**config.mk**
```make
export PLATFORM = sky130hd
export DESIGN_NAME = mem_client_arbiter_flat
export DESIGN_NICKNAME = d
export VERILOG_FILES = /design/src/rtl/mem_client_arbiter_if.sv /design/src/rtl/mem_client_arbiter.sv /design/src/flat_wrapper.sv
export SDC_FILE = /design/constraint.sdc
export NUM_CORES = 1
export LEC_CHECK = 0
export ABC_CLOCK_PERIOD_IN_PS = 2800
export BUFFER_PORTS_ARGS = -buffer_cell sky130_fd_sc_hd__buf_2
export CAP_MARGIN = 10
export CORE_AREA = 2 2 154 156
export DETAILED_ROUTE_END_ITERATION = 8
export DIE_AREA = 0 0 156 158
export PLACE_DENSITY = 0.37
export REMOVE_ABC_BUFFERS = 1
export SETUP_SLACK_MARGIN = 0.02
export SYNTH_ARGS = -nofsm -noshare
export SYNTH_HDL_FRONTEND = slang
export SYNTH_SLANG_ARGS = --single-unit
```
**constraint.sdc**
```tcl
create_clock -name clk -period 2.8 [get_ports clk]
set_clock_uncertainty 0.05 [all_clocks]
set_input_delay 0.28 -clock clk [delete_from_list [all_inputs] [get_ports clk]]
set_output_delay 0.28 -clock clk [all_outputs]
set_load 0.03 [all_outputs]
```
**src/rtl/mem_client_arbiter_if.sv**
```systemverilog
// MemIntf: val/rdy request/response channel shared by memory clients and servers.
// Parameter p_opaq_bits sets the width of the opaque tag field in both messages.
// Request message layout, MSB first: op[2:0], opaque, addr[31:0], strb[3:0], data[31:0].
// Response message layout, MSB first: op[2:0], opaque, test[1:0], len[1:0], data[31:0].
// Modports:
//   server - receives requests and returns responses (e.g. the arbiter's client-facing ports)
//   client - issues requests and accepts responses (e.g. the arbiter's memory-facing port)
interface MemIntf #(
   parameter int unsigned p_opaq_bits = 8
);
   localparam int unsigned lp_req_bits  = 3 + p_opaq_bits + 32 + 4 + 32;
   localparam int unsigned lp_resp_bits = 3 + p_opaq_bits + 2 + 2 + 32;

   logic                    req_val;
   logic                    req_rdy;
   logic [lp_req_bits-1:0]  req_msg;
   logic                    resp_val;
   logic                    resp_rdy;
   logic [lp_resp_bits-1:0] resp_msg;

   modport server (
      input  req_val, req_msg, resp_rdy,
      output req_rdy, resp_val, resp_msg
   );

   modport client (
      output req_val, req_msg, resp_rdy,
      input  req_rdy, resp_val, resp_msg
   );
endinterface

```
**src/rtl/mem_client_arbiter.sv**
```systemverilog
// mem_client_arbiter: shares one downstream memory port between two requesters.
// Requests are arbitrated round-robin (or fixed priority, c0 first, when the macro
// MEM_ARB_FIXED_PRIO_EN is defined) and forwarded combinationally. The grant is locked
// while a request is stalled downstream so val/msg stay stable. The winning requester's
// ID is pushed into an in-order tag FIFO; responses are routed to the requester at the
// FIFO head. Responses arriving with no outstanding tag are stalled.
// Ports:
//   clk - clock, rising edge
//   rst - synchronous active-high reset
//   c0  - MemIntf.server, requester 0 (SPI loader client)
//   c1  - MemIntf.server, requester 1 (processor memory port)
//   mem - MemIntf.client, shared downstream memory
module mem_client_arbiter #(
   parameter int unsigned p_opaq_bits = 8,
   parameter int unsigned p_max_outst = 4
) (
   input  logic   clk,
   input  logic   rst,
   MemIntf.server c0,
   MemIntf.server c1,
   MemIntf.client mem
);
   localparam int unsigned lp_ptr_bits = $clog2(p_max_outst);
   localparam int unsigned lp_cnt_bits = lp_ptr_bits + 1;
   localparam int unsigned lp_req_bits = 3 + p_opaq_bits + 32 + 4 + 32;

   typedef enum logic {StFree, StLock} lock_state_t;

   lock_state_t            r_state;
   logic                   r_lock_id;
   logic [p_max_outst-1:0] r_tags;
   logic [lp_ptr_bits-1:0] r_wr_ptr;
   logic [lp_ptr_bits-1:0] r_rd_ptr;
   logic [lp_cnt_bits-1:0] r_count;
`ifndef MEM_ARB_FIXED_PRIO_EN
   logic                   r_last;  // 1: c1 was granted last
`endif

   logic                   w_full;
   logic                   w_empty;
   logic                   w_gnt;   // 0: c0, 1: c1
   logic [lp_req_bits-1:0] w_req_msg;
   logic                   w_req_val;
   logic                   w_gnt_rdy;
   logic                   w_push;
   logic                   w_head;
   logic                   w_resp_en;
   logic                   w_resp_rdy;
   logic                   w_pop;

   // Full/empty come from registered state only, so a same-cycle pop never frees a slot.
   assign w_full  = (r_count == lp_cnt_bits'(p_max_outst));
   assign w_empty = (r_count == '0);

   always_comb begin
      w_gnt = 1'b0;
      if (r_state == StLock) begin
         w_gnt = r_lock_id;
      end else if (c0.req_val && c1.req_val) begin
`ifdef MEM_ARB_FIXED_PRIO_EN
         w_gnt = 1'b0;
`else
         w_gnt = ~r_last;
`endif
      end else if (c1.req_val) begin
         w_gnt = 1'b1;
      end
   end

   assign w_req_msg = w_gnt ? c1.req_msg : c0.req_msg;
   assign w_req_val = (w_gnt ? c1.req_val : c0.req_val) && !w_full && !rst;
   assign w_gnt_rdy = mem.req_rdy && !w_full && !rst;
   assign w_push    = w_req_val && mem.req_rdy;

   assign mem.req_msg = w_req_msg;
   assign mem.req_val = w_req_val;
   assign c0.req_rdy  = !w_gnt && w_gnt_rdy;
   assign c1.req_rdy  = w_gnt && w_gnt_rdy;

   // Response side steers by the oldest outstanding tag.
   assign w_head     = r_tags[r_rd_ptr];
   assign w_resp_en  = !w_empty && !rst;
   assign w_resp_rdy = w_resp_en && (w_head ? c1.resp_rdy : c0.resp_rdy);
   assign w_pop      = mem.resp_val && w_resp_rdy;

   assign mem.resp_rdy = w_resp_rdy;
   assign c0.resp_val  = w_resp_en && !w_head && mem.resp_val;
   assign c1.resp_val  = w_resp_en && w_head && mem.resp_val;
   assign c0.resp_msg  = mem.resp_msg;
   assign c1.resp_msg  = mem.resp_msg;

   always_ff @(posedge clk) begin
      if (rst) begin
         r_state   <= StFree;
         r_lock_id <= 1'b0;
         r_tags    <= '0;
         r_wr_ptr  <= '0;
         r_rd_ptr  <= '0;
         r_count   <= '0;
`ifndef MEM_ARB_FIXED_PRIO_EN
         r_last    <= 1'b1;
`endif
      end else begin
         if (w_push) begin
            r_state          <= StFree;
            r_tags[r_wr_ptr] <= w_gnt;
            r_wr_ptr         <= r_wr_ptr + lp_ptr_bits'(1);
`ifndef MEM_ARB_FIXED_PRIO_EN
            r_last           <= w_gnt;
`endif
         end else if (w_req_val) begin
            // Stalled downstream: hold this grant until the handshake completes.
            r_state   <= StLock;
            r_lock_id <= w_gnt;
         end else begin
            r_state <= StFree;
         end

         if (w_pop) begin
            r_rd_ptr <= r_rd_ptr + lp_ptr_bits'(1);
         end

         if (w_push && !w_pop) begin
            r_count <= r_count + lp_cnt_bits'(1);
         end else if (!w_push && w_pop) begin
            r_count <= r_count - lp_cnt_bits'(1);
         end
      end
   end
endmodule

```
**src/flat_wrapper.sv**
```systemverilog
// flat-port wrapper written by rule: the top's interface ports become plain ports
module mem_client_arbiter_flat 
#(
   parameter int unsigned p_opaq_bits = 8,
   parameter int unsigned p_max_outst = 4
)
  (clk, rst, c0_req_val, c0_req_msg, c0_resp_rdy, c0_req_rdy, c0_resp_val, c0_resp_msg, c1_req_val, c1_req_msg, c1_resp_rdy, c1_req_rdy, c1_resp_val, c1_resp_msg, mem_req_val, mem_req_msg, mem_resp_rdy, mem_req_rdy, mem_resp_val, mem_resp_msg);
  MemIntf #(.p_opaq_bits(p_opaq_bits)) c0_i ();
  MemIntf #(.p_opaq_bits(p_opaq_bits)) c1_i ();
  MemIntf #(.p_opaq_bits(p_opaq_bits)) mem_i ();
  input  logic clk;
  input  logic rst;
  input wire logic [$bits(c0_i.req_val)-1:0] c0_req_val;
  input wire logic [$bits(c0_i.req_msg)-1:0] c0_req_msg;
  input wire logic [$bits(c0_i.resp_rdy)-1:0] c0_resp_rdy;
  output wire logic [$bits(c0_i.req_rdy)-1:0] c0_req_rdy;
  output wire logic [$bits(c0_i.resp_val)-1:0] c0_resp_val;
  output wire logic [$bits(c0_i.resp_msg)-1:0] c0_resp_msg;
  input wire logic [$bits(c1_i.req_val)-1:0] c1_req_val;
  input wire logic [$bits(c1_i.req_msg)-1:0] c1_req_msg;
  input wire logic [$bits(c1_i.resp_rdy)-1:0] c1_resp_rdy;
  output wire logic [$bits(c1_i.req_rdy)-1:0] c1_req_rdy;
  output wire logic [$bits(c1_i.resp_val)-1:0] c1_resp_val;
  output wire logic [$bits(c1_i.resp_msg)-1:0] c1_resp_msg;
  output wire logic [$bits(mem_i.req_val)-1:0] mem_req_val;
  output wire logic [$bits(mem_i.req_msg)-1:0] mem_req_msg;
  output wire logic [$bits(mem_i.resp_rdy)-1:0] mem_resp_rdy;
  input wire logic [$bits(mem_i.req_rdy)-1:0] mem_req_rdy;
  input wire logic [$bits(mem_i.resp_val)-1:0] mem_resp_val;
  input wire logic [$bits(mem_i.resp_msg)-1:0] mem_resp_msg;
  assign c0_i.req_val = c0_req_val;
  assign c0_i.req_msg = c0_req_msg;
  assign c0_i.resp_rdy = c0_resp_rdy;
  assign c0_req_rdy = c0_i.req_rdy;
  assign c0_resp_val = c0_i.resp_val;
  assign c0_resp_msg = c0_i.resp_msg;
  assign c1_i.req_val = c1_req_val;
  assign c1_i.req_msg = c1_req_msg;
  assign c1_i.resp_rdy = c1_resp_rdy;
  assign c1_req_rdy = c1_i.req_rdy;
  assign c1_resp_val = c1_i.resp_val;
  assign c1_resp_msg = c1_i.resp_msg;
  assign mem_req_val = mem_i.req_val;
  assign mem_req_msg = mem_i.req_msg;
  assign mem_resp_rdy = mem_i.resp_rdy;
  assign mem_i.req_rdy = mem_req_rdy;
  assign mem_i.resp_val = mem_resp_val;
  assign mem_i.resp_msg = mem_resp_msg;
  mem_client_arbiter #(.p_opaq_bits(p_opaq_bits), .p_max_outst(p_max_outst)) u_core (.clk(clk), .rst(rst), .c0(c0_i), .c1(c1_i), .mem(mem_i));
endmodule
```
# Word-level counts from Yosys, hierarchy flattened
# Cells that the tools add are included.
# W data, S select, Z words.
# classes
addsub	4
order_cmp	3
n_eq_ne	1
mux	14
bitwise	2
reduce_logical	29
# ops
operator	n
$mux W79	1
$logic_and A1 B1 Y1	18
$mux W1	8
$logic_not A1 Y1	7
$lt A2 B3 Y1 const B	2
$mux W3	2
$add A2 B1 Y2 const B	2
$bwmux W4	1
$add A3 B1 Y3 const B	1
$eq A3 B3 Y1 const B	1
$logic_not A3 Y1	1
$sub A3 B1 Y3 const B	1
$bmux W1 S2	1
$demux W1 S2	1
$ge A2 B1 Y1 const B	1
$not A1 Y1	2
$reduce_and A2 Y1	1
$reduce_bool A2 Y1	1
$reduce_or A2 Y1	1
# word_totals
reg_bits	14
inputBits	213
output_inout_bits	179
wordCells	60

# Longest topological paths before layout
# Gate-level depths: netlist of the first run.
# depth
word_depth	11
ltp_mapped	10
depth_no_buf	9

# Worst setup path after synthesis of the first run
# OpenSTA, ideal clock, no wires.
# synth_path
path_kind	flip-flop to flip-flop
from	reg u_core.r_rd_ptr[1]
to	reg u_core.r_count[2]
setup_ns	0.071
t_arrival_ns	2.433
required_time_ns	2.679
setup_slack_ns	0.246
path_stages_with_launch	10
path_buffers	0
synth_period_minus_slack_ns	2.554
path_cell_list	dfxtp_1 mux4_2 mux2_4 nand2_2 ha_1 inv_1 fa_1 xor2_1 or3_1 a21oi_1
# synth_between
elab_chain_len	8
elab_cells_between_ends	10
classes_between	4 x mux; 6 x reduce/logical
# synth_lines
element	line	source
from (decl)	mem_client_arbiter.sv:33	logic [lp_ptr_bits-1:0] r_rd_ptr;
from (signal assigned)	mem_client_arbiter.sv:120	r_rd_ptr <= r_rd_ptr + lp_ptr_bits'(1);
$bmux W1 S2 *	mem_client_arbiter.sv:81	assign w_head = r_tags[r_rd_ptr];
$mux W1 (not written as such) *	mem_client_arbiter.sv:81	
$mux W1 *	mem_client_arbiter.sv:83	assign w_resp_rdy = w_resp_en && (w_head ? c1.resp_rdy : c0.resp_rdy);
$logic_and A1 B1 Y1 *	mem_client_arbiter.sv:83	
$logic_and A1 B1 Y1 *	mem_client_arbiter.sv:84	assign w_pop = mem.resp_val && w_resp_rdy;
$logic_not A1 Y1	mem_client_arbiter.sv:123	if (w_push && !w_pop) begin
$logic_and A1 B1 Y1	mem_client_arbiter.sv:123	
$mux W3 or $reduce_bool A2 Y1 (tied branches)	-	
to (signal assigned)	mem_client_arbiter.sv:124	r_count <= r_count + lp_cnt_bits'(1);
to (signal assigned)	mem_client_arbiter.sv:126	r_count <= r_count - lp_cnt_bits'(1);
to (decl)	mem_client_arbiter.sv:34	logic [lp_cnt_bits-1:0] r_count;
# Mark *: on every way between the ends. The rest lies on a longest branch, timed or not. The select of a mux whose other input is x is not followed.
# A chain may end at the register's enable or synchronous reset.

# Worst setup path after layout of the first run
# Ends and elaborated chain as after synthesis.

==> flow_summary_export.csv, run 1 <==
group,metric,value,unit
outcome,status,"finished, final reports clean",
grt,grt_max_degree,80,
placed_design,globalplace.congestion,0.809,
grt,grt_pass1_wl,19400,um
clocking,tritoncts,"done",
sta,rsz0062_at_grt,"false",
power_and_ir_drop,pwr-share-comb,0.603,
power_and_ir_drop,internal_power,706,uW
critical_path,worstPathRequired,2.93,ns
detailed_routing,drt_iter0_drc,163,
synth,synth_area,2490,um^2
detailed_routing,via_count,3154,
detailed_routing,via_per_inst,3.64,
clocking,clk_path_buf_depth,2,
power_and_ir_drop,p_per_area,390,nW/um^2
final_layout,fill_cells,2679,
placed_design,hpwlAfterDp,12400,um
hold_path,hold_class,"primary input to register",
critical_path,path_class,"register to register",
critical_path,worstSetupStartpointType,"register",
critical_path,end_kind,"register",
power_and_ir_drop,power.share.sequential,0.174,
floorplan,ioPinCount,392,
clocking,cts.sinks,14,
synth,yosys.cell_types.count,40,
clocking,htreeDepth,1,
floorplan,dieArea,24600,um^2
final_layout,synthToLayoutAreaGrowth,38.6,%
detailed_routing,detail-route-antenna-nets,0,
final_layout,drive_above_1_share,0.473,
floorplan,die_w,156,um
clocking,worst_skew_pair.late_latency,0.24,ns
synth,synthTopCellsByArea,"nand2_1, buf_4, dfxtp_1",
power_and_ir_drop,switching_share,0.476,
synth,postSynth.asyncResetShare,0,
synth,syn_area_per_cell,5.76,um^2
clocking,clk_pin_slew,0.05,ns
sta,hold_ws,0.190,ns
grt,overflow,0,
floorplan,die_y,158,um
critical_path,crit_arrival,2.74,ns
final_layout,n_antenna_cell,0,
flow_run,maxCapViolations,0,
clocking,cts_made_buffers,3,
sta,max_slew_margin,0.677,
clocking,cts-root-buf,"clkbuf_16",
grt,antenna_found_initial,0,
clocking,post_cts_buffers,0,
synth,synthCells,433,
sta,finalHoldViolCount,0,
synth,synth_top_cell_by_area,"nand2_1",
clocking,hold_buffers,0,
detailed_routing,dr.pass1.iters,4,
sta,min_period_over_period,0.932,
floorplan,core,23100,um^2
detailed_routing,wl,14700,um
synth,synth.ff_latch_count,14,
synth,synth_top_area_frac,0.360,
synth,ys_warn_count,0,
synth,seq_area_frac_synth,0.112,
sta,worst_slew_pin_slew,0.485,ns
power_and_ir_drop,ir_drop,0.146,mV
detailed_routing,drc,0,
critical_path,crit_fanout,3,
sta,period_needed,2.61,ns
floorplan,rows,56,
detailed_routing,wire_per_inst,17.0,um
grt,track_usage,0.108,
grt,first_global_vias,2868,
placed_design,port_buffers,250,
final_layout,nets,797,
floorplan,start_util,0.108,
sta,fin_tns_setup,0,ns
power_and_ir_drop,p_sw,642,uW
power_and_ir_drop,clockPowerShare,0.224,
power_and_ir_drop,p_leak,0.00207,uW
synth,ys.flop_type,"dfxtp_1",
sta,setup_viol,0,
synth,synth-edff-count,0,
sta,slew_violations,0,
sta,fmax,0.383,GHz
flip-flops by register name, summed over array words and instances, names as in the netlist:
name,count
u_core.r_last,1
u_core.r_rd_ptr,2
u_core.r_state,1
u_core.r_lock_id,1
u_core.r_wr_ptr,2
u_core.r_tags,4
u_core.r_count,3
through the flow:
step / setup slack [ns] / instance area (um^2) / instances / power [uW] / util
finish: 0.191 / 3460 / 867 / 1350 / 0.150
global route: 0.0600 / 3460 / 867 / 1450 / 0.150
CTS: 0.121 / 3450 / 867 / 1360 / 0.150
detailed placement: 0.126 / 3360 / 863 / 1060 / 0.146
global placement: 0.140 / 3360 / 863 / 1060 / 0.146
floorplan: -1.81 / 1690 / 318 / 745 / -
logic make-up (layout without fill, tap and decap cells):
logic type / Yosys count / count (layout) / synth area share
buffers and inverters: 118 / 262 / 0.326
AND/OR/NAND/NOR: 265 / 265 / 0.423
adder cells (fa/ha/maj): 6 / 6 / 0.0331
multiplexers: 5 / 5 / 0.0271
flip-flops: 14 / 14 / 0.112
XOR/XNOR: 2 / 2 / 0.00703
AO/OA/AOI/OAI: 23 / 23 / 0.0707
final cells by class:
type                            instances  area (um^2)  share of cell area
Sequential cell                        14          282              0.0814
Multi-Input combinational cell        301         1410               0.408
Inverter                                3         11.3             0.00326
Tap cell                              290          363               0.105
Clock buffer                            4         88.8              0.0257
Timing Repair Buffer                  255         1300               0.376
routing by layer:
layer  global-route usage  wire, um  up-vias
met5               0.0663        94        -
met4              0.00612        39        2
met3                0.109      3030        8
met2                0.144      5810      273
met1                0.120      5740     1335
li1                     -         -     1536
synthesized netlist by cell type (2+ instances only):
cell / n
o21ai_0: 3
ha_1: 5
nand2_1: 239
inv_1: 3
nor2_1: 6
nor2b_1: 2
nor3b_1: 2
a311oi_1: 4
a21oi_1: 4
mux2i_1: 3
buf_2: 14
clkbuf_1: 7
a31oi_1: 4
dfxtp_1: 14
nand3_1: 3
xor2_1: 2
nor3_1: 2
buf_4: 94
layout by cell type, fill, tap and decap left out, types with 2 or more instances in the layout:
master and count:
mux2i_1 3, buf_4 4, xor2_1 2, inv_1 3, nor2_1 6, a31oi_1 4
a21oi_1 4, clkbuf_16 3, nor2b_1 2, nand2_1 239, nand3_1 3, a311oi_1 4
ha_1 4, nor3_1 2, buf_2 250, dfxtp_1 13, o21ai_0 3, nor3b_1 2
what timing repair did:
item / 4_1_cts / 5_1_grt
setup endpoints to repair: 0 / 1
hold endpoints to repair: 0 / 0
gates resized for setup: 0 / 3
power groups by stage:
stage	registers (uW)	clock network, uW	logic, uW
6_report	234	301	812
5_1_grt	237	319	889
4_1_cts	234	309	821
3_5_place_dp	238	0	818
3_3_place_gp	238	0	826
2_1_floorplan	233	0	512
critical path: stages (launching register included):
cell,delay [ns]
dfxtp_2,0.34
mux4_2,0.53
mux2_4,0.34
nand2_2,0.09
ha_2,0.19
inv_1,0.05
fa_2,0.33
xor2_1,0.17
or3_1,0.30
a21oi_1,0.14
worst paths after layout:
| path | end | start | cells after the start | slack [ns] |
|---|---|---|---|---|
| setup / recovery | u_core.r_count[2] | u_core.r_rd_ptr[1] | 9 | 0.19 |
| setup reg to reg | u_core.r_count[2] | u_core.r_rd_ptr[1] | 9 | 0.19 |
| hold / removal | u_core.r_state | mem_req_rdy | 2 | 0.19 |
| hold reg to reg | u_core.r_rd_ptr[1] | u_core.r_rd_ptr[1] | 1 | 0.40 |
Power figures use the tool's default switching activity.
==> inputs of run 2 (changes only) <==
Settings changed: ABC_CLOCK_PERIOD_IN_PS 2800 to 2810, GPL_TIMING_DRIVEN set to 0.
Clock period 2.8 ns to 2.81 ns, I/O delays scaled along.
==> flow_summary_export.csv, run 2 (synthesis results as in run 1) <==
group,metric,value,unit
grt,overflow,0,
sta,hold_ws,0.214,ns
placed_design,globalplace.congestion,0.814,
placed_design,dpl_cell_area,3400,um^2
grt,grt_max_degree,46,
detailed_routing,dr.pass1.iters,4,
hold_path,hp-start,"mem_req_rdy",
detailed_routing,wire_per_inst,16.9,um
flow_run,maxCapViolations,0,
grt,grt_pass1_wl,18900,um
detailed_routing,detail-route-antenna-nets,0,
critical_path,end_kind,"register",
power_and_ir_drop,p_leak,0.00208,uW
sta,worst_slew_pin_slew,0.727,ns
final_layout,mostFrequentLayoutCell,"buf_2",
floorplan,die_y,158,um
clocking,htreeDepth,1,
sta,slew_violations,0,
placed_design,hpwlAfterDp,12500,um
power_and_ir_drop,clockPowerShare,0.221,
critical_path,worstSetupStartpointType,"register",
final_layout,stdcell_count,867,
final_layout,regMostFlops,"u_core.r_tags",
detailed_routing,wl,14600,um
clocking,cts-root-buf,"clkbuf_16",
floorplan,start_util,0.108,
final_layout,final_cell_area,3510,um^2
floorplan,dieArea,24600,um^2
clocking,clk_pin_slew,0.05,ns
outcome,status,"finished, final reports clean",
sta,setup_viol,0,
power_and_ir_drop,internal_power,715,uW
critical_path,crit_arrival,2.76,ns
critical_path,worstPathRequired,2.93,ns
final_layout,synthToLayoutAreaGrowth,40.7,%
clocking,post_cts_buffers,0,
clocking,cts_made_buffers,3,
floorplan,core,23100,um^2
critical_path,r2r_end,"u_core.r_count[2]",
sta,finalHoldViolCount,0,
final_layout,final_cell_mix,"buf_2, nand2_1, dfxtp_1",
sta,fmax,0.379,GHz
floorplan,rows,56,
sta,min_period_over_period,0.939,
power_and_ir_drop,pwr-share-comb,0.607,
clocking,hold_buffers,0,
power_and_ir_drop,ir_drop,0.289,mV
sta,period_needed,2.64,ns
clocking,tritoncts,"done",
power_and_ir_drop,power.share.sequential,0.172,
critical_path,rr_worst_depth,9,
clocking,clk_path_buf_depth,2,
critical_path,regToRegSetupSlack,0.17,ns
clocking,cts.sinks,14,
clocking,post_cts_resized,0,
critical_path,crit_fanout,3,
hold_path,hold_class,"primary input to register",
power_and_ir_drop,switching_share,0.474,
power_and_ir_drop,p_sw,643,uW
sta,setup_ws,0.170,ns
final_layout,reg.largest.list,"u_core.r_tags: 4 flops, u_core.r_count: 3 flops",
detailed_routing,drc,0,
placed_design,dpl_worst_slack,0.126,ns
placed_design,port_buffers,250,
floorplan,die_w,156,um
detailed_routing,drt_iter0_drc,187,
sta,rsz0062_at_grt,"false",
final_layout,n_antenna_cell,0,
grt,track_usage,0.106,
final_layout,drive_above_1_share,0.475,
power_and_ir_drop,p_per_area,387,nW/um^2
final_layout,largest_register_ffs,4,
final_layout,post-route-util,0.152,
sta,max_slew_margin,0.515,
placed_design,dp.cells,863,
critical_path,reg2reg_from,"u_core.r_rd_ptr[1]",
critical_path,path_class,"register to register",
detailed_routing,via_per_inst,3.68,
detailed_routing,via_count,3192,
clocking,worst_skew_pair.late_latency,0.24,ns
grt,first_global_vias,2817,
final_layout,nets,797,
grt,antenna_found_initial,0,
floorplan,ioPinCount,392,
hold_path,holdPathStages,2,
hold_path,min_to,"u_core.r_state",
## run 2: power groups by stage
stage	Combinational, uW	Sequential, uW	Clock (uW)
floorplan	511	232	0
global placement	836	238	0
detailed placement	826	238	0
CTS	829	234	308
global route	899	238	321
finish	825	234	300
## run 2: critical path, cell delays in order, from the launching register on
cell and delay, ns:
dfxtp_2 0.34, mux4_2 0.54, mux2_4 0.34, nand2_2 0.12, ha_4 0.15, inv_1 0.05
fa_1 0.37, xor2_1 0.17, or3_1 0.32, a21oi_2 0.13
## run 2: routing by layer
layer	vias up	GRT usage	share of wire
li1	1538	-	-
met1	1360	0.111	0.37
met2	276	0.143	0.40
met3	10	0.111	0.21
met4	8	0.00568	0.0037
met5	-	0.104	0.016
## run 2: how the worst max path moves through the flow
| stage | cells past startpoint | from | endpoint |
|---|---|---|---|
| floorplan | 3 | u_core.r_state | c1_req_rdy |
| global placement | 6 | c1_req_val | mem_req_msg[54] |
| detailed placement | 9 | u_core.r_rd_ptr[1] | u_core.r_count[2] |
| CTS | 9 | u_core.r_rd_ptr[1] | u_core.r_count[2] |
| global route | 7 | u_core.r_state | mem_req_msg[22] |
| finish | 9 | u_core.r_rd_ptr[1] | u_core.r_count[2] |
## run 2: metrics by stage
step                      setup TNS, ns  total power [uW]
final                                 0              1360
after detailed placement              0              1060
after global placement          -336.72              1070
after CTS                             0              1370
after global routing                  0              1460
after floorplan                 -127.60               743
## run 2: layout make-up
type                    count  area [um^2]
repair buffers            255         1330
fillers                  2712        19500
clock buffers               4         88.8
flip-flops and latches     14          282
well taps                 290          363
multi-input cells         301         1430
inverters                   3         11.3
==> inputs of run 3 (changes only) <==
Settings changed: SETUP_SLACK_MARGIN 0.02 to 0.3.
==> flow_summary_export.csv, run 3 (synthesis results as in run 1) <==
group,metric,value,unit
sta,setup_ws,0.257,ns
final_layout,n_antenna_cell,0,
sta,rsz0062_at_grt,"true",
clocking,hold_buffers,0,
final_layout,stdcell_count,872,
sta,finalHoldViolCount,0,
critical_path,rr_worst_depth,9,
final_layout,synthToLayoutAreaGrowth,42.5,%
critical_path,crit_arrival,2.68,ns
final_layout,nets,802,
final_layout,largest_register_ffs,4,
critical_path,cp_slowest_cell,"mux4_2",
critical_path,crit_fanout,3,
flow_run,maxCapViolations,0,
detailed_routing,drc,0,
final_layout,regMostFlops,"u_core.r_tags",
floorplan,die_w,156,um
power_and_ir_drop,p_per_area,386,nW/um^2
detailed_routing,detail-route-antenna-nets,0,
sta,max_slew_margin,0.632,
floorplan,start_util,0.108,
power_and_ir_drop,p_leak,0.00212,uW
clocking,clk_path_buf_depth,2,
floorplan,die_y,158,um
sta,worst_slew_pin_slew,0.550,ns
clocking,clk_pin_slew,0.05,ns
detailed_routing,via_per_inst,3.67,
clocking,worst_skew_pair.late_latency,0.24,ns
detailed_routing,via_count,3198,
critical_path,worstPathRequired,2.94,ns
clocking,htreeDepth,1,
detailed_routing,dr.pass1.iters,4,
critical_path,end_kind,"register",
final_layout,reg.largest.list,"u_core.r_tags: 4 flops, u_core.r_count: 3 flops",
critical_path,crit_chain,"mux4_2 -> mux2_4 -> nand2_4 -> ha_4 -> inv_1 -> fa_2 -> xor2_1 -> or3_1 -> a21oi_2",
sta,setup_viol,0,
hold_path,hold_class,"primary input to register",
hold_path,hp-start,"mem_req_rdy",
sta,fmax,0.392,GHz
critical_path,r2r_end,"u_core.r_count[2]",
sta,period_needed,2.55,ns
final_layout,drive_above_1_share,0.481,
grt,overflow,0,
critical_path,path_class,"register to register",
detailed_routing,wire_per_inst,16.8,um
clocking,cts-root-buf,"clkbuf_16",
critical_path,cp_num_buf_inv,1,
hold_path,holdPathStages,2,
critical_path,slowest_delay,0.54,ns
placed_design,hpwlAfterDp,12500,um
sta,min_period_over_period,0.908,
floorplan,rows,56,
floorplan,ioPinCount,392,
clocking,cts_made_buffers,3,
grt,antenna_found_initial,0,
clocking,cts.sinks,14,
grt,grt_pass1_wl,19000,um
power_and_ir_drop,ir_drop,0.293,mV
floorplan,core,23100,um^2
critical_path,crit_family,"multiplexers",
final_layout,final_cell_mix,"buf_2, nand2_1, dfxtp_1",
placed_design,dpl_worst_slack,0.126,ns
outcome,status,"finished, final reports clean",
critical_path,reg2reg_from,"u_core.r_rd_ptr[1]",
sta,fin_tns_setup,0,ns
sta,slew_violations,0,
final_layout,fill_cells,2705,
placed_design,globalplace.congestion,0.814,
grt,track_usage,0.107,
hold_path,min_to,"u_core.r_state",
floorplan,dieArea,24600,um^2
grt,grt_max_degree,46,
critical_path,regToRegSetupSlack,0.26,ns
detailed_routing,wl,14700,um
clocking,tritoncts,"done",
critical_path,worstSetupStartpointType,"register",
grt,first_global_vias,2827,
placed_design,port_buffers,250,
placed_design,dp.cells,863,
detailed_routing,drt_iter0_drc,186,
final_layout,mostFrequentLayoutCell,"buf_2",
-- run 3: changes by cell type in the layout (fill, tap and decap cells not counted), sizes merged --
cell / previous run / this run
buf: 255 / 260
-- run 3: worst max path at each step --
stage,startpoint,endpoint,slack (ns),depth (start not counted)
after global routing,u_core.r_rd_ptr[1],u_core.r_count[2],0.15,9
after CTS,u_core.r_rd_ptr[1],u_core.r_count[2],0.21,9
after global placement,c1_req_val,mem_req_msg[54],-4.45,6
after floorplan,u_core.r_state,c1_req_rdy,-1.80,3
final,u_core.r_rd_ptr[1],u_core.r_count[2],0.26,9
after detailed placement,u_core.r_rd_ptr[1],u_core.r_count[2],0.13,9
-- run 3: layout make-up --
class                           instances  area [um^2]  area share
Sequential cell                        14          282      0.0792
Clock buffer                            4         88.8      0.0250
Timing Repair Buffer                  260         1370       0.385
Inverter                                3         11.3     0.00317
Tap cell                              290          363       0.102
Multi-Input combinational cell        301         1440       0.405
-- run 3: metal layers --
metal / GRT usage / routed length (um) / up-vias
met4: 0.00524 / 27 / 4
met3: 0.110 / 3020 / 7
met5: 0.0973 / 177 / -
met1: 0.114 / 5570 / 1371
li1: - / - / 1548
met2: 0.145 / 5890 / 268
-- run 3: power breakdown --
group	leakage, uW	internal (uW)	switching (uW)	total (uW)
logic	0.00196	291	544	835
registers	0.000115	214	20.0	234
clock network	0.0000442	216	84.9	301
total	0.00212	722	649	1370
-- run 3: repair_timing --
action / in CTS / in global routing
buffers inserted: 4 / 1
pin swaps: 2 / 0
gates resized for setup: 3 / 4
endpoints found under the setup margin: 43 / 2
-- run 3: per-stage QoR --
stage          hold WS, ns  area [um^2]  total power (uW)  utilization
6_report             0.215         3550              1370        0.154
5_1_grt              0.212         3550              1470        0.154
4_1_cts              0.212         3520              1380        0.153
3_5_place_dp         0.434         3400              1060        0.147
3_3_place_gp         0.428         3310              1070        0.143
2_1_floorplan        0.300         1690               743            -
